[src/rtl/uart_pkg.sv]
// Shared definitions for the UART transmit path: sequencer states and frame constants.
package uart_pkg;

    localparam int DATA_BITS = 8;

    typedef enum logic [2:0] {
        ST_IDLE,
        ST_FETCH,
        ST_LOAD,
        ST_START,
        ST_DATA,
        ST_PARITY,
        ST_STOP
    } tx_state_t;

    function automatic logic even_parity(input logic [DATA_BITS-1:0] d);
        return ^d;
    endfunction

endpackage

[src/rtl/uart_baud_tick.sv]
// Bit-period counter: tick is high on the last clock of each serial bit.
module uart_baud_tick #(
    parameter int CLKS_PER_BIT = 16
) (
    input  logic clk,
    input  logic rst,
    input  logic clr,
    output logic tick
);

    localparam int CW = (CLKS_PER_BIT > 1) ? $clog2(CLKS_PER_BIT) : 1;
    localparam logic [CW-1:0] LAST = CW'(CLKS_PER_BIT - 1);

    logic [CW-1:0] count_reg;

    // Wrapping on tick restarts the count at every bit boundary without help from the sequencer.
    always_ff @(posedge clk or negedge rst) begin
        if (!rst) begin
            count_reg <= '0;
        end else if (clr || tick) begin
            count_reg <= '0;
        end else begin
            count_reg <= count_reg + 1'b1;
        end
    end

    assign tick = (count_reg == LAST);

endmodule

[src/rtl/uart_tx_drain.sv]
// Drains bytes from an upstream FIFO and serialises each one as an 8N1 (or 8E1) UART frame.
module uart_tx_drain
    import uart_pkg::*;
#(
    parameter int CLKS_PER_BIT = 16,
    parameter int PARITY_EN    = 0
) (
    input  logic       clk,
    input  logic       rst,
    input  logic       enable,
    input  logic       fifo_empty,
    output logic       fifo_rd,
    input  logic [7:0] fifo_dout,
    output logic       tx,
    output logic       busy,
    output logic       frame_done
);

    localparam logic [2:0] LAST_BIT = 3'(DATA_BITS - 1);

    tx_state_t      state_reg, state_next;
    logic [7:0]     shift_reg, shift_next;
    logic [2:0]     bit_idx_reg, bit_idx_next;
    logic           parity_reg, parity_next;
    logic           tx_reg, tx_next;
    logic           baud_clr;
    logic           baud_tick;

    // The counter only runs while a bit is on the line.
    assign baud_clr = (state_reg == ST_IDLE) || (state_reg == ST_FETCH) || (state_reg == ST_LOAD);

    uart_baud_tick #(
        .CLKS_PER_BIT(CLKS_PER_BIT)
    ) u_baud (
        .clk  (clk),
        .rst  (rst),
        .clr  (baud_clr),
        .tick (baud_tick)
    );

    always_ff @(posedge clk or negedge rst) begin
        if (!rst) begin
            state_reg   <= ST_IDLE;
            shift_reg   <= '0;
            bit_idx_reg <= '0;
            parity_reg  <= 1'b0;
            tx_reg      <= 1'b1;
        end else begin
            state_reg   <= state_next;
            shift_reg   <= shift_next;
            bit_idx_reg <= bit_idx_next;
            parity_reg  <= parity_next;
            tx_reg      <= tx_next;
        end
    end

    always_comb begin
        state_next   = state_reg;
        shift_next   = shift_reg;
        bit_idx_next = bit_idx_reg;
        parity_next  = parity_reg;
        tx_next      = 1'b1;

        case (state_reg)
            ST_IDLE: begin
                if (enable && !fifo_empty) begin
                    state_next = ST_FETCH;
                end
            end
            ST_FETCH: begin
                state_next = ST_LOAD;
            end
            ST_LOAD: begin
                shift_next   = fifo_dout;
                parity_next  = even_parity(fifo_dout);
                bit_idx_next = '0;
                state_next   = ST_START;
            end
            ST_START: begin
                if (baud_tick) begin
                    state_next = ST_DATA;
                end
            end
            ST_DATA: begin
                if (baud_tick) begin
                    if (bit_idx_reg == LAST_BIT) begin
                        state_next = (PARITY_EN != 0) ? ST_PARITY : ST_STOP;
                    end else begin
                        bit_idx_next = bit_idx_reg + 1'b1;
                        shift_next   = {1'b0, shift_reg[7:1]};
                    end
                end
            end
            ST_PARITY: begin
                if (baud_tick) begin
                    state_next = ST_STOP;
                end
            end
            ST_STOP: begin
                if (baud_tick) begin
                    state_next = (enable && !fifo_empty) ? ST_FETCH : ST_IDLE;
                end
            end
            default: begin
                state_next = ST_IDLE;
            end
        endcase

        // Line level is decoded from the upcoming state so tx leaves a flop aligned with it.
        case (state_next)
            ST_START:  tx_next = 1'b0;
            ST_DATA:   tx_next = shift_next[0];
            ST_PARITY: tx_next = parity_next;
            default:   tx_next = 1'b1;
        endcase
    end

    assign tx         = tx_reg;
    assign fifo_rd    = (state_reg == ST_FETCH);
    assign busy       = (state_reg != ST_IDLE);
    assign frame_done = (state_reg == ST_STOP) && baud_tick;

endmodule

[config.mk]
export PLATFORM = sky130hd
export DESIGN_NAME = uart_tx_drain
export DESIGN_NICKNAME = d
export VERILOG_FILES = /design/src/rtl/uart_pkg.sv /design/src/rtl/uart_baud_tick.sv /design/src/rtl/uart_tx_drain.sv
export SDC_FILE = /design/constraint.sdc
export NUM_CORES = 1
export LEC_CHECK = 0
export CORE_MARGIN = 3
export CORE_UTILIZATION = 47
export CTS_BUF_LIST = sky130_fd_sc_hd__clkbuf_16
export DETAILED_ROUTE_END_ITERATION = 10
export GPL_TIMING_DRIVEN = 0
export HOLD_SLACK_MARGIN = 0.02
export PLACE_DENSITY = 0.74
export SETUP_SLACK_MARGIN = 0.5
export SLEW_MARGIN = 20
export SYNTH_ARGS = -nofsm -noshare
export SYNTH_HDL_FRONTEND = slang
export SYNTH_HIERARCHICAL = 1
export SYNTH_SLANG_ARGS = --single-unit
[constraint.sdc]
create_clock -name clk -period 2.13 [get_ports clk]
set_clock_uncertainty 0.2 [all_clocks]
set_input_delay 0.639 -clock clk [delete_from_list [all_inputs] [get_ports clk]]
set_output_delay 0.639 -clock clk [all_outputs]
set_load 0.01 [all_outputs]
==> results of run 1 <==
==> per-stage QoR <==
stage / hold WS (ns) / setup WS, ns
global placement: 0.280 / -0.239
CTS: 0.300 / 0.000555
detailed placement: 0.286 / -0.259
global route: 0.317 / -0.127
finish: 0.306 / -0.0634
floorplan: 0.143 / 0.124
==> Yosys cell counts (all sizes together), types with 2 or more instances <==
cell / instances
dfrtp: 19
a221o: 8
nand2: 8
xnor2: 8
and3: 7
nor2: 6
o21ai: 6
buf: 4
a21oi: 3
ha: 3
nor3b: 3
and3b: 2
clkbuf: 2
inv: 2
nor2b: 2
==> power groups by stage <==
stage          combinational, uW  clock, uW  sequential (uW)
2_1_floorplan               44.4          0              407
3_3_place_gp                82.3          0              408
3_5_place_dp                84.0          0              408
4_1_cts                     79.2        387              402
5_1_grt                     89.8        409              404
6_report                    80.9        383              403
==> routing by layer <==
| metal | vias up | wire, um | GRT usage, % | part of all wire [%] |
|---|---|---|---|---|
| li1 | 438 | - | - | - |
| met5 | - | 0 | 0 | 0 |
| met1 | 483 | 1240 | 24.3 | 44 |
| met2 | 14 | 1500 | 34.3 | 53 |
| met4 | 0 | 21 | 5.96 | 0.74 |
| met3 | 2 | 68 | 5.26 | 2.4 |
==> cells by family (layout without fill, tap and decap cells) <==
logic type	Yosys count	after routing	share of synthesized area [%]
AOI/OAI and AO/OA	25	25	18.1
xor gates and xnor gates	8	8	6.60
adders and majority gates	3	3	3.53
buffers and inverters	8	44	4.12
DFF	20	20	47.2
muxes	2	2	2.00
and+or+nand+nor	34	34	18.4
==> what timing repair did <==
item,4_1_cts,5_1_grt
hold buffers,0,0
endpoints found under the setup margin,38,20
resized for setup,43,13
buffers inserted,13,4
hold endpoints to repair,0,0
pin swaps,11,4
==> worst max-delay path: cells and delay by family, from the launching register on <==
| kind | cells | cell delay (ns) |
|---|---|---|
| AO/OA/AOI/OAI | 4 | 0.90 |
| adder cells (fa/ha/maj) | 1 | 0.19 |
| buffers and inverters | 2 | 0.28 |
| flip-flops | 1 | 0.38 |
| AND/OR/NAND/NOR | 1 | 0.16 |
==> final timing paths <==
path	depth (start not counted)	slack [ns]	to	from
worst max-delay path	8	-0.06	tx$_DFF_PN1_	u_baud/count_reg[1]$_DFF_PN0_
worst min-delay path	1	0.31	shift_reg[3]$_DFFE_PN0P_	shift_reg[3]$_DFFE_PN0P_
worst max register to register	8	-0.06	tx$_DFF_PN1_	u_baud/count_reg[1]$_DFF_PN0_
worst min register to register	1	0.31	shift_reg[3]$_DFFE_PN0P_	shift_reg[3]$_DFFE_PN0P_
max in group asynchronous	1	0.78	u_baud/count_reg[1]$_DFF_PN0_	rst
min in group asynchronous	1	0.41	shift_reg[2]$_DFFE_PN0P_	rst
==> cell type report <==
cell class / count / area, um2
buffer: 6 / 66.3
clock buffer: 3 / 75.1
clock inverter: 1 / 3.75
fill: 150 / 475
inverter: 2 / 7.51
multi-input combinational: 72 / 591
sequential: 20 / 502
tap: 27 / 33.8
timing repair buffer: 32 / 288
==> flow_summary.toml, run 1 <==
[placed_design]
dp.cells = 142
dp_hpwl_um = 1480
io_buffers = 15
globalplace.congestion = 0.791
placed_cell_area_um2 = 1280

[setup_path]
critical_path_class = "reg -> reg"
slowest_delay_ns = 0.38
cp_max_fo = 7
crit_slowest_cell = "dfrtp_1"
crit_path_cell_trace = "ha_2 -> and3_4 -> buf_6 -> buf_4 -> o21ai_0 -> a32oi_1 -> o31a_1 -> a221o_1"
arrival_ns = 2.17
worstSetupStartpointType = "flop"
crit_path_end_kind = "flop"
cp.required_ns = 2.11

[floorplanning]
num_rows = 16
die-height_um = 53.5
dieWidth_um = 53.5
ios = 16
dieArea_um2 = 2870
core_area_um2 = 2040
start_util_pct = 52.0

[sta]
slew_viol_final = 0
slew_headroom_pct = 42.6
worst_pin_slew_ns = 0.861
fin_crit_ns = 2.19
fin_crit_sh_pct = 103
max_freq_mhz = 456
rsz0062_at_grt = "yes"
setup_ws_ns = -0.0634
setup_tns_ns = -0.114
hold_violations = 0
setup_viol = 3

[global_routing]
first_global_vias = 932
grt_usage_pct = 19.9
antenna_found_initial = 0
grt_pass1_wl_um = 4110
grt.overflow.total = 0
grt_max_degree = 21

[synthesis]
yosysUniqueCellTypes = 37
avgSynthCellArea_um2 = 10.6
synthCells = 100
synth_area_leader_cell = "dfrtp_1"
syn_nets = 115
yosysWarnings = 6
synth_edf_count = 0
synth-async-reset-ratio_pct = 100
synth_top_area_share_pct = 44.8
yosys-top-cells-area = "dfrtp_1 45%, a221o_1 7.5%, xnor2_1 6.6%"
synth_ff_type = "dfrtp_1"
yosysSeqAreaShare_pct = 47.2
synth.cell_area_um2 = 1060
yosys_register_bits = 20

[outcome]
outcome = "finished, violations left"
violations = "negative setup slack"

[pwr]
peakVddDrop_v = 0.000501
switching_share_pct = 20.5
p_switching_uw = 178
p_clk_share_pct = 44.2
power_uw = 867
pwr-share-comb_pct = 9.3
cellPowerDensity_nw_per_um2 = 554
p_leak_uw = 0.000700
internal-power_uw = 690
seqPwrFrac_pct = 46.5

[clock_network]
clk_latency_ns = 0.25
root_buffer = "clkbuf_16"
tritoncts = "done"
clock_path_buffers = 2
clk_pin_slew_ns = 0.06
ctsHtreeMaxLevel = 1
cts.sink_count = 20
cts_inserted_buffers = 3

[final_layout]
layout_commonest_cell = "dfrtp_1"
largest_reg_flops = 8
layout.nets = 152
insertedDiodeCount = 0
layout-drive-gt1-share_pct = 36.8
fin_area_um2 = 1570
area_growth_pct = 47.5
layout_common_cells = "19 x dfrtp_1, 13 x buf_4, 11 x buf_6"
fin_cells = 163
fin_util_pct = 76.7

[run]
cap_violations = 0

[detailed_routing]
drt-pass1-iter-count = 4
drt_iter0_drc = 14
wl_per_cell_um = 17.3
num_vias = 937
drc = 0
drt-total-wl_um = 2830
avgViaCountPerCell = 5.75
antenna_left = 0

[worst_hold_path]
hold_class = "reg -> reg"
(Power assumes the default switching activity.)
==> inputs of run 2 (changes only) <==
CORE_UTILIZATION = 50   (was 47)
DONT_BUFFER_PORTS = 1   (was unset)
PLACE_DENSITY = 0.68   (was 0.74)
==> run 2 against run 1 <==
The run now ends clean. Combinational power shrank 28%. Sequential power is essentially flat. Via count shrank 8.0%. Final cell count shrank 7.4%. Hold slack lost 0.27 ns. Core utilization shrank 4.9 points.
==> flow_summary.toml, run 2 (synthesized netlist as in run 1, its figures left out) <==
[setup_path]
worstSetupStartpointType = "flop"
crit_path_cell_trace = "clkbuf_8 -> or2b_1 -> nor2_4"
crit_slowest_cell = "dfrtp_1"
cp_max_fo = 4
cp.required_ns = 1.29
crit_path_end_kind = "primary output"
arrival_ns = 1.20
critical_path_class = "reg -> out"
slowest_delay_ns = 0.41

[clock_network]
ctsHtreeMaxLevel = 1
cts.sink_count = 20
tritoncts = "done"
clk_latency_ns = 0.25
root_buffer = "clkbuf_16"
clk_pin_slew_ns = 0.05
clock_path_buffers = 2
cts_inserted_buffers = 3

[sta]
setup_tns_ns = 0
worst_pin_slew_ns = 0.883
max_freq_mhz = 491
hold_violations = 0
rsz0062_at_grt = "yes"
slew_headroom_pct = 41.1
setup_ws_ns = 0.0918
slew_viol_final = 0
fin_crit_sh_pct = 95.7
fin_crit_ns = 2.04
setup_viol = 0

[global_routing]
antenna_found_initial = 0
grt_usage_pct = 19.8
grt_max_degree = 20
first_global_vias = 879
grt_pass1_wl_um = 3880
grt.overflow.total = 0

[detailed_routing]
drc = 0
drt-total-wl_um = 2410
wl_per_cell_um = 16.0
num_vias = 862
drt-pass1-iter-count = 4
antenna_left = 0
drt_iter0_drc = 27
avgViaCountPerCell = 5.71

[placed_design]
io_buffers = 0
dp_hpwl_um = 1400
globalplace.congestion = 0.743
dp.cells = 127
pre_cts_ws_ns = -0.0913
placed_cell_area_um2 = 1130

[outcome]
outcome = "finished clean"

[floorplanning]
start_util_pct = 53.6
num_rows = 16
ios = 16
core_area_um2 = 1980
die-height_um = 52.1
dieArea_um2 = 2710
dieWidth_um = 52.1

[final_layout]
area_growth_pct = 33.9
layout_common_cells = "19 x dfrtp_1, 18 x buf_4, 8 x a221o_1, 8 x xnor2_1, 7 x nand2_1"
layout.nets = 140
fin_cells = 151
fin_area_um2 = 1420
largest_reg_flops = 8
insertedDiodeCount = 0
layout-drive-gt1-share_pct = 34.7
layout_commonest_cell = "dfrtp_1"

[pwr]
peakVddDrop_v = 0.000443
cellPowerDensity_nw_per_um2 = 591
p_leak_uw = 0.000621

[run]
cap_violations = 0

[worst_hold_path]
hold_class = "in -> async"
[run 2: critical path: cells and delay by family, from the launching register on]
family / cells / cell delay (ns)
DFF: 1 / 0.41
and+or+nand+nor: 2 / 0.39
buffers and inverters: 1 / 0.16
[run 2: path summary, 6_finish.rpt]
path,startpoint,to,slack (ns),depth (start not counted)
min in group clk,shift_reg[6]$_DFFE_PN0P_,shift_reg[6]$_DFFE_PN0P_,0.31,1
setup reg to reg,u_baud/count_reg[0]$_DFF_PN0_,tx$_DFF_PN1_,0.10,7
hold reg to reg,shift_reg[6]$_DFFE_PN0P_,shift_reg[6]$_DFFE_PN0P_,0.31,1
max in group asynchronous,rst,shift_reg[5]$_DFFE_PN0P_,0.80,1
setup / recovery,state_reg[0]$_DFF_PN0_,frame_done,0.09,3
hold / removal,rst,tx$_DFF_PN1_,0.03,0
[run 2: report_power, final]
| part | total [uW] | leakage, uW | switching [uW] | internal [uW] |
|---|---|---|---|---|
| clock | 379 | 0.0000385 | 130 | 250 |
| combinational | 58.4 | 0.000353 | 28.1 | 30.2 |
| sequential | 403 | 0.000229 | 6.52 | 396 |
| total | 841 | 0.000621 | 164 | 676 |
[run 2: final cells by class]
type | count | area [um2]
multi-input combinational | 72 | 569
fill | 137 | 559
sequential | 20 | 502
timing repair buffer | 20 | 166
clock buffer | 3 | 75.1
buffer | 6 | 65.1
tap | 27 | 33.8
inverter | 2 | 7.51
clock inverter | 1 | 3.75
[run 2: timing repair]
item	CTS	global route
cloned	0	0
hold buffers	1	0
endpoints found under the setup margin	19	39
resized for setup	13	7
pin swaps	5	2
endpoints found under the hold margin	19	0
buffers inserted	13	6
[run 2: routing by layer]
layer	routed length, um	vias up	track usage, %
met5	0	-	0
met4	12	0	8.73
met3	133	2	4.30
met2	1250	22	34.5
met1	1010	421	23.0
li1	-	417	-
[run 2: per-stage QoR]
stage | hold slack, ns | utilization (%) | power, uW
after global routing | 0.0214 | 71.8 | 871
after global placement | 0.144 | 56.8 | 458
after floorplan | 0.143 | - | 452
after detailed placement | 0.144 | 56.8 | 459
final | 0.0311 | 71.8 | 841
after CTS | 0.0278 | 68.4 | 847
